===== config.mk =====
export PLATFORM = sky130hd
export DESIGN_NAME = regfile_wb_arbiter
export DESIGN_NICKNAME = d
export VERILOG_FILES = /design/src/rtl/regfile_wb_arbiter_pkg.sv /design/src/rtl/regfile_wb_arbiter_rr.sv /design/src/rtl/regfile_wb_arbiter.sv
export SDC_FILE = /design/constraint.sdc
export NUM_CORES = 1
export LEC_CHECK = 0
export ABC_AREA = 0
export BUFFER_PORTS_ARGS = -buffer_cell sky130_fd_sc_hd__buf_4
export CORE_MARGIN = 2
export CORE_UTILIZATION = 47
export CTS_BUF_LIST = sky130_fd_sc_hd__clkbuf_8
export DETAILED_ROUTE_END_ITERATION = 16
export PLACE_DENSITY = 0.82
export SYNTH_ARGS = -nofsm -noshare
export SYNTH_HDL_FRONTEND = slang
export SYNTH_SLANG_ARGS = --single-unit

===== constraint.sdc =====
create_clock -name clk -period 2.82 [get_ports clk]
set_clock_uncertainty 0.2 [all_clocks]
set_input_delay 0.141 -clock clk [delete_from_list [all_inputs] [get_ports clk]]
set_output_delay 0.141 -clock clk [all_outputs]
set_load 0.01 [all_outputs]

===== src/rtl/regfile_wb_arbiter_pkg.sv =====
// Shared constants and types for the register-bank write-back arbiter.
package regfile_wb_arbiter_pkg;

  localparam int XLEN = 64;
  localparam int NREG = 32;
  localparam int AW   = 5;

  // One write-back request: destination index plus the value to write.
  typedef struct packed {
    logic [AW-1:0]   rd;
    logic [XLEN-1:0] data;
  } wb_req_t;

  // Identifies which requester won the most recent conflict.
  typedef enum logic {
    GNT_ALU = 1'b0,
    GNT_MEM = 1'b1
  } grant_e;

  // One-hot mask for a register index; index 0 never produces a bit,
  // since x0 is hardwired zero and must never be tracked.
  function automatic logic [NREG-1:0] reg_mask(input logic [AW-1:0] idx);
    logic [NREG-1:0] m;
    m = '0;
    if (idx != '0) m[idx] = 1'b1;
    return m;
  endfunction

endpackage


===== src/rtl/regfile_wb_arbiter_rr.sv =====
// Two-way round-robin arbiter between ALU and load write-back requesters.
//
// Handshake: a transfer happens on a rising edge where valid && ready.
// A requester keeps rd/data stable while valid && !ready. ready is
// combinational from valid and last_grant, is never asserted for both
// requesters in one cycle, and is held low while rst is high.
module wb_rr_arbiter
  import regfile_wb_arbiter_pkg::*;
(
  input  logic   clk,
  input  logic   rst,
  input  logic   alu_valid,
  input  logic   mem_valid,
  output logic   alu_ready,
  output logic   mem_ready,
  output grant_e last_grant
);

  grant_e last_grant_q;
  grant_e last_grant_d;
  logic   conflict;

  assign last_grant = last_grant_q;
  assign conflict   = alu_valid && mem_valid;

  // Grant decode and next priority state; priority only moves on a conflict.
  always_comb begin
    alu_ready    = 1'b0;
    mem_ready    = 1'b0;
    last_grant_d = last_grant_q;
    if (!rst) begin
      alu_ready = alu_valid && (!mem_valid || (last_grant_q == GNT_MEM));
      mem_ready = mem_valid && (!alu_valid || (last_grant_q == GNT_ALU));
      if (conflict) begin
        last_grant_d = alu_ready ? GNT_ALU : GNT_MEM;
      end
    end
  end

  // Priority register; resets to MEM so the ALU wins the first conflict.
  always_ff @(posedge clk) begin
    if (rst) begin
      last_grant_q <= GNT_MEM;
    end else begin
      last_grant_q <= last_grant_d;
    end
  end

endmodule


===== src/rtl/regfile_wb_arbiter.sv =====
// Owns the single write port of the register bank: arbitrates ALU and
// load write-backs, registers the winning write, and keeps a per-register
// pending scoreboard so decode can stall on RAW hazards.
module regfile_wb_arbiter
  import regfile_wb_arbiter_pkg::*;
(
  input  logic            clk,
  input  logic            rst,
  input  logic            alu_valid,
  output logic            alu_ready,
  input  logic [AW-1:0]   alu_rd,
  input  logic [XLEN-1:0] alu_data,
  input  logic            mem_valid,
  output logic            mem_ready,
  input  logic [AW-1:0]   mem_rd,
  input  logic [XLEN-1:0] mem_data,
  input  logic            issue_valid,
  input  logic [AW-1:0]   issue_rd,
  input  logic [AW-1:0]   rs1,
  input  logic [AW-1:0]   rs2,
  output logic            hazard,
  output logic [NREG-1:0] pending,
  output logic            rf_we,
  output logic [AW-1:0]   rf_waddr,
  output logic [XLEN-1:0] rf_wdata
);

  grant_e          last_grant;
  wb_req_t         win_req;
  logic            accept;
  logic [NREG-1:0] set_mask;
  logic [NREG-1:0] clr_mask;
  logic [NREG-1:0] pending_q;

  wb_rr_arbiter u_arb (
    .clk        (clk),
    .rst        (rst),
    .alu_valid  (alu_valid),
    .mem_valid  (mem_valid),
    .alu_ready  (alu_ready),
    .mem_ready  (mem_ready),
    .last_grant (last_grant)
  );

  // Select the accepted request; at most one ready is high at a time.
  always_comb begin
    win_req = '0;
    accept  = alu_ready || mem_ready;
    if (alu_ready) begin
      win_req.rd   = alu_rd;
      win_req.data = alu_data;
    end else if (mem_ready) begin
      win_req.rd   = mem_rd;
      win_req.data = mem_data;
    end
  end

  // Scoreboard masks; applying set after clear makes a same-edge set win.
  always_comb begin
    set_mask = issue_valid ? reg_mask(issue_rd) : '0;
    clr_mask = accept ? reg_mask(win_req.rd) : '0;
  end

  // Registered write toward the bank; writes to x0 complete but never strobe.
  always_ff @(posedge clk) begin
    if (rst) begin
      rf_we    <= 1'b0;
      rf_waddr <= '0;
      rf_wdata <= '0;
    end else begin
      rf_we <= accept && (win_req.rd != '0);
      if (accept) begin
        rf_waddr <= win_req.rd;
        rf_wdata <= win_req.data;
      end
    end
  end

  // Pending scoreboard update: clear on accepted write-back, set on issue.
  always_ff @(posedge clk) begin
    if (rst) begin
      pending_q <= '0;
    end else begin
      pending_q <= (pending_q & ~clr_mask) | set_mask;
    end
  end

  assign pending = pending_q;

  // RAW hazard on either source; x0 never hazards.
  assign hazard = ((rs1 != '0) && pending_q[rs1]) ||
                  ((rs2 != '0) && pending_q[rs2]);

  // The priority state is kept visible for checker binding.
  logic unused_last_grant;
  assign unused_last_grant = ^last_grant;

endmodule


# Yosys cells after proc, flatten, opt, wreduce, memory -nomap -nowiden
# Cells that the tools add are included.
# Widths: inputs -> output; s select.
# totals
out_inout_bits	105
ff_bits	103
# classes
muxes	17
n_reduce_logical	18
order_cmp	6
bitwise	4
# ops
op	n
$mux 69	2
$mux 32	4
$and 32x32->32	1
$not 32->32	1
$or 32x32->32	1
$lt 5x6->1 const B	4
$reduce_bool 5->1	4
$bmux 1 s5	2
$demux 1 s5	2
$ge 5x1->1 const B	2
$logic_and 1x1->1	8
$mux 1	7
$logic_or 1x1->1	4
$logic_not 1->1	2
$not 1->1	1

# Logic depth before layout (Yosys ltp)
# logic_depth
word_depth	15
mapped_depth	8
ltp_nobuf	5

# Modules after synthesis
# Synthesis repeated with hierarchy kept, for this count alone.
# unflattened
hier_cells	624
hier_area_um2	5121.2
# by_module_without_submodules
module	cells_per_inst	area_each_um2	seq_area_each_um2	n_inst
regfile_wb_arbiter	616	5056.1	2042.0	1
wb_rr_arbiter	8	65.1	20.0	1

# Least setup slack after synthesis
# Ideal clock, no wire load.
# synth_path
path_type	reg2reg
start	register u_arb.last_grant_q, in the netlist u_arb.last_grant
end	register pending_q[9], in the netlist pending[9]
arrival_time_ps	1724
setup_slack_ps	773
stages_incl_launch_ff	7
required_ps	2497
cell_sequence	dfxtp_1 nand2b_1 buf_4 a32oi_4 or4b_4 o211ai_2 o31ai_1
# synth_via
elab_chain_cells	15
# synth_lines
element	line_no	rtl
start, declared	regfile_wb_arbiter_rr.sv:19	grant_e last_grant_q;
start signal, assigned	regfile_wb_arbiter_rr.sv:45	last_grant_q <= last_grant_d;
$not 1->1	regfile_wb_arbiter_rr.sv:33	mem_ready = mem_valid && (!alu_valid || (last_grant_q == GNT_ALU));
$logic_or 1x1->1	regfile_wb_arbiter_rr.sv:33	
$logic_and 1x1->1	regfile_wb_arbiter_rr.sv:33	
$mux 1	regfile_wb_arbiter_rr.sv:31	if (!rst) begin
$mux 69	regfile_wb_arbiter.sv:52	end else if (mem_ready) begin
$mux 69	regfile_wb_arbiter.sv:49	if (alu_ready) begin
$lt 5x6->1 (implied by the code) / $ge 5x1->1 (equally long branches)	regfile_wb_arbiter_pkg.sv:25	if (idx != '0) m[idx] = 1'b1;
$logic_and 1x1->1 (implied by the code)	regfile_wb_arbiter_pkg.sv:25	
$mux 1 (implied by the code)	regfile_wb_arbiter_pkg.sv:25	
$demux 1 s5	regfile_wb_arbiter_pkg.sv:25	
$mux 32	regfile_wb_arbiter_pkg.sv:25	
$mux 32 *	regfile_wb_arbiter.sv:61	clr_mask = accept ? reg_mask(win_req.rd) : '0;
$not 32->32 *	regfile_wb_arbiter.sv:84	pending_q <= (pending_q & ~clr_mask) | set_mask;
$and 32x32->32 *	regfile_wb_arbiter.sv:84	
$or 32x32->32 *	regfile_wb_arbiter.sv:84	
end signal, assigned	regfile_wb_arbiter.sv:84	
end, declared	regfile_wb_arbiter.sv:33	logic [NREG-1:0] pending_q;
# Every way passes the cells marked *; elsewhere a longest branch is shown, timed or not.
# A chain may end at the register's enable or synchronous reset.

# Final worst setup path
# layout_path
start	register u_arb.last_grant_q, in the netlist u_arb.last_grant
end	register rf_wdata[36]
# layout_via
elab_chain_cells	6
# layout_lines
element	line_no	rtl
$not 1->1	regfile_wb_arbiter_rr.sv:33	
$logic_or 1x1->1	regfile_wb_arbiter_rr.sv:33	
$logic_and 1x1->1	regfile_wb_arbiter_rr.sv:33	
$mux 1	regfile_wb_arbiter_rr.sv:31	
$mux 69	regfile_wb_arbiter.sv:52	
$mux 69	regfile_wb_arbiter.sv:49	
end signal, assigned	regfile_wb_arbiter.sv:74	rf_wdata <= win_req.data;
end, declared	regfile_wb_arbiter.sv:25	output logic [XLEN-1:0] rf_wdata
# Several ways; a longest one is shown, not always the timed one.

==> metrics.md <==
| Metric | Value |
|---|---|
| Most common cell in the netlist | `dfxtp_1` |
| Synthesized instance count | `530` |
| Clock Latency Late Sink | `0.37 ns` |
| Max FO, Critical Path | `33` |
| Fin. Hold Viols | `0` |
| Primary FF master, synth | `dfxtp_1` |
| Global placer's final weighted congestion | `0.943` |
| Routed wire length | `23.1 mm` |
| Via Count | `6311` |
| First-pass GRT wire length | `34.7 mm` |
| Worst setup SP type | `flop` |
| Number of I/O pins | `263` |
| Final nets | `1061` |
| GRT Util Overall | `0.389` |
| Cts bufs inserted | `9` |
| Initial Util | `0.477` |
| CP Class | `flop to flop` |
| Placed standard-cell area | `7150 um2` |
| Number of flops mapped to enable cells by yosys | `0` |
| DR vias/cell | `6.01` |
| Clock Sinks | `103` |
| Yosys warning total | `0` |
| Routed Antenna Nets | `0` |
| F_max | `376 MHz` |
| Max cap viols | `0` |
| #FFs+latches synth | `103` |
| Iteration-0 DRC Markers | `519` |
| Port bufs | `262` |
| Cell Count, Final, Fillers Out | `1050` |
| Number of H-tree levels | `3` |
| Worst-Margin Slew | `0.984 ns` |
| DP Wirelength | `13.3 mm` |
| RSZ-0062 raised after global routing | `false` |
| Synth top area share | `0.402` |
| # rows | `38` |
| Avg Cell Area, Syn | `9.67 um2` |
| Leak | `3.71 nW` |
| Synth area leader | `dfxtp_1` |
| Final worst setup slack | `0.162 ns` |
| Slew headroom | `0.343` |
| Vias in the first global route | `6454` |
| Largest net degree at the start of global routing | `67` |
| Wire per inst | `22.0 um` |
| Post-placement cell count | `896` |
| Share of cells above drive strength 1 | `0.349` |
| Slew Viols, Final | `0` |
| CTS tree | `yes` |
| Residual DRC | `0` |
| Root Buffer | `clkbuf_8` |
| Synth top cells by count | `dfxtp_1, nor2_1, mux2i_1, a211oi_1, nand2_1` |
| Die Span X | `108 um` |
| Worst setup EP type | `flop` |
| Clock Path Buffers | `2` |
| Area of the die | `11800 um2` |
| Die height | `108 um` |
| Post-route minimum period | `2.66 ns` |
| Status | `finished, final reports clean` |
| Total Power | `3.50 mW` |
| Period utilization | `0.943` |
| Number of fill cells | `578` |
| Clock Pin Slew Worst Setup and Hold Paths | `0.10 ns` |
| Area Growth Syn to Fin | `69.7%` |
| Power density cells | `402 nW/um2` |
| Dominant cells by area after synthesis | `dfxtp_1, mux2i_1, a211oi_1, mux4_2, nor2_1` |
| First-pass detailed-route iteration total | `5` |
| Initial antenna violation count | `2` |
| Final setup viols | `0` |
| DP Worst Slack | `0.435 ns` |
| Total gr overflow | `0` |
| Worst Path Arrival | `2.70 ns` |
| Register area share after synthesis | `0.402` |
| Final instance area | `8700 um2` |
| Setup TNS Final | `0 ns` |
| Core Region | `10700 um2` |
| Maximum vdd drop | `0.000227 V` |
| Data required time at the worst endpoint | `2.87 ns` |
| Syn Std Cell Area | `5130 um2` |
| Post-synth ARST share | `0` |
| Netlist cell types | `45` |
| Mapped Nets | `688` |
| Hold crit path type | `input port to flop` |
## repair_timing
action | CTS | global route
setup buffers | 0 | 1
hold endpoints to repair | 82 | 0
hold buffers | 135 | 0
endpoints found under the setup margin | 0 | 49
gates resized for setup | 0 | 3
## registers in the layout (all words and copies together) (netlist names)
| name | cells |
|---|---|
| rf_waddr | 5 |
| pending | 32 |
| rf_wdata | 64 |
| rf_we | 1 |
| u_arb.last_grant | 1 |
## metal layers
metal | wire length (um) | up-vias | global-route usage
met1 | 8130 | 2981 | 0.435
met3 | 1990 | 144 | 0.0844
met5 | 0 | - | 0
li1 | - | 2730 | -
met2 | 11300 | 456 | 0.667
met4 | 1660 | 0 | 0.251
## final timing paths
check | from | end | slack (ns) | cells after the start
setup reg to reg | u_arb.last_grant | rf_wdata[36] | 0.16 | 6
hold reg to reg | rf_waddr[1] | rf_waddr[1] | 0.29 | 2
hold / removal | mem_data[27] | rf_wdata[27] | 0.009 | 3
setup / recovery | u_arb.last_grant | rf_wdata[36] | 0.16 | 6
## power breakdown
| group | switching (mW) | total (mW) | internal (mW) | leakage (nW) |
|---|---|---|---|---|
| Combinational | 0.470 | 1.02 | 0.550 | 2.77 |
| Sequential | 0.0688 | 1.61 | 1.54 | 0.847 |
| Clock | 0.504 | 0.866 | 0.361 | 0.0977 |
## cells in the final DEF (no fill, tap or decap), types with 6 or more instances in the layout
cell type      count
o21ai_0           11
nand2_1           37
a211oi_1          64
dlygate4sd3_1    135
mux4_2            13
a32o_1            18
nor2_1            77
dfxtp_1          103
buf_4            268
clkbuf_8          11
a21oi_1           18
inv_1              6
mux2i_1           69
## area by class of cell
class,instances,area [um2],area share
diodes,2,5.00,0.000575
clock buffers,11,151,0.0174
clock inverters,5,25.0,0.00288
inverters,5,18.8,0.00216
multi-input cells,378,2850,0.327
flip-flops and latches,103,2060,0.237
well taps,140,175,0.0201
repair buffers,406,3410,0.392
## cells by family after synthesis
| kind of cell | synth area share |
|---|---|
| and+or+nand+nor | 0.145 |
| AOI/OAI and AO/OA | 0.211 |
| muxes | 0.196 |
| DFF | 0.402 |
| buffers and inverters | 0.0464 |
## metrics by stage
step / util / hold WS, ns
after floorplan: - / 0.0446
after global placement: 0.665 / 0.164
after detailed placement: 0.665 / 0.168
after CTS: 0.807 / 0.0000109
after global routing: 0.810 / 0.00740
final: 0.810 / 0.00934
## worst max-delay path, cell delays in order, from the launching register on
cell,delay [ns]
dfxtp_1,0.44
nand2b_4,0.26
and3_4,0.27
buf_12,0.24
mux2i_1,0.13
dlygate4sd3_1,0.57
a211oi_1,0.39
Note: power is estimated with default switching activity, not from simulation.
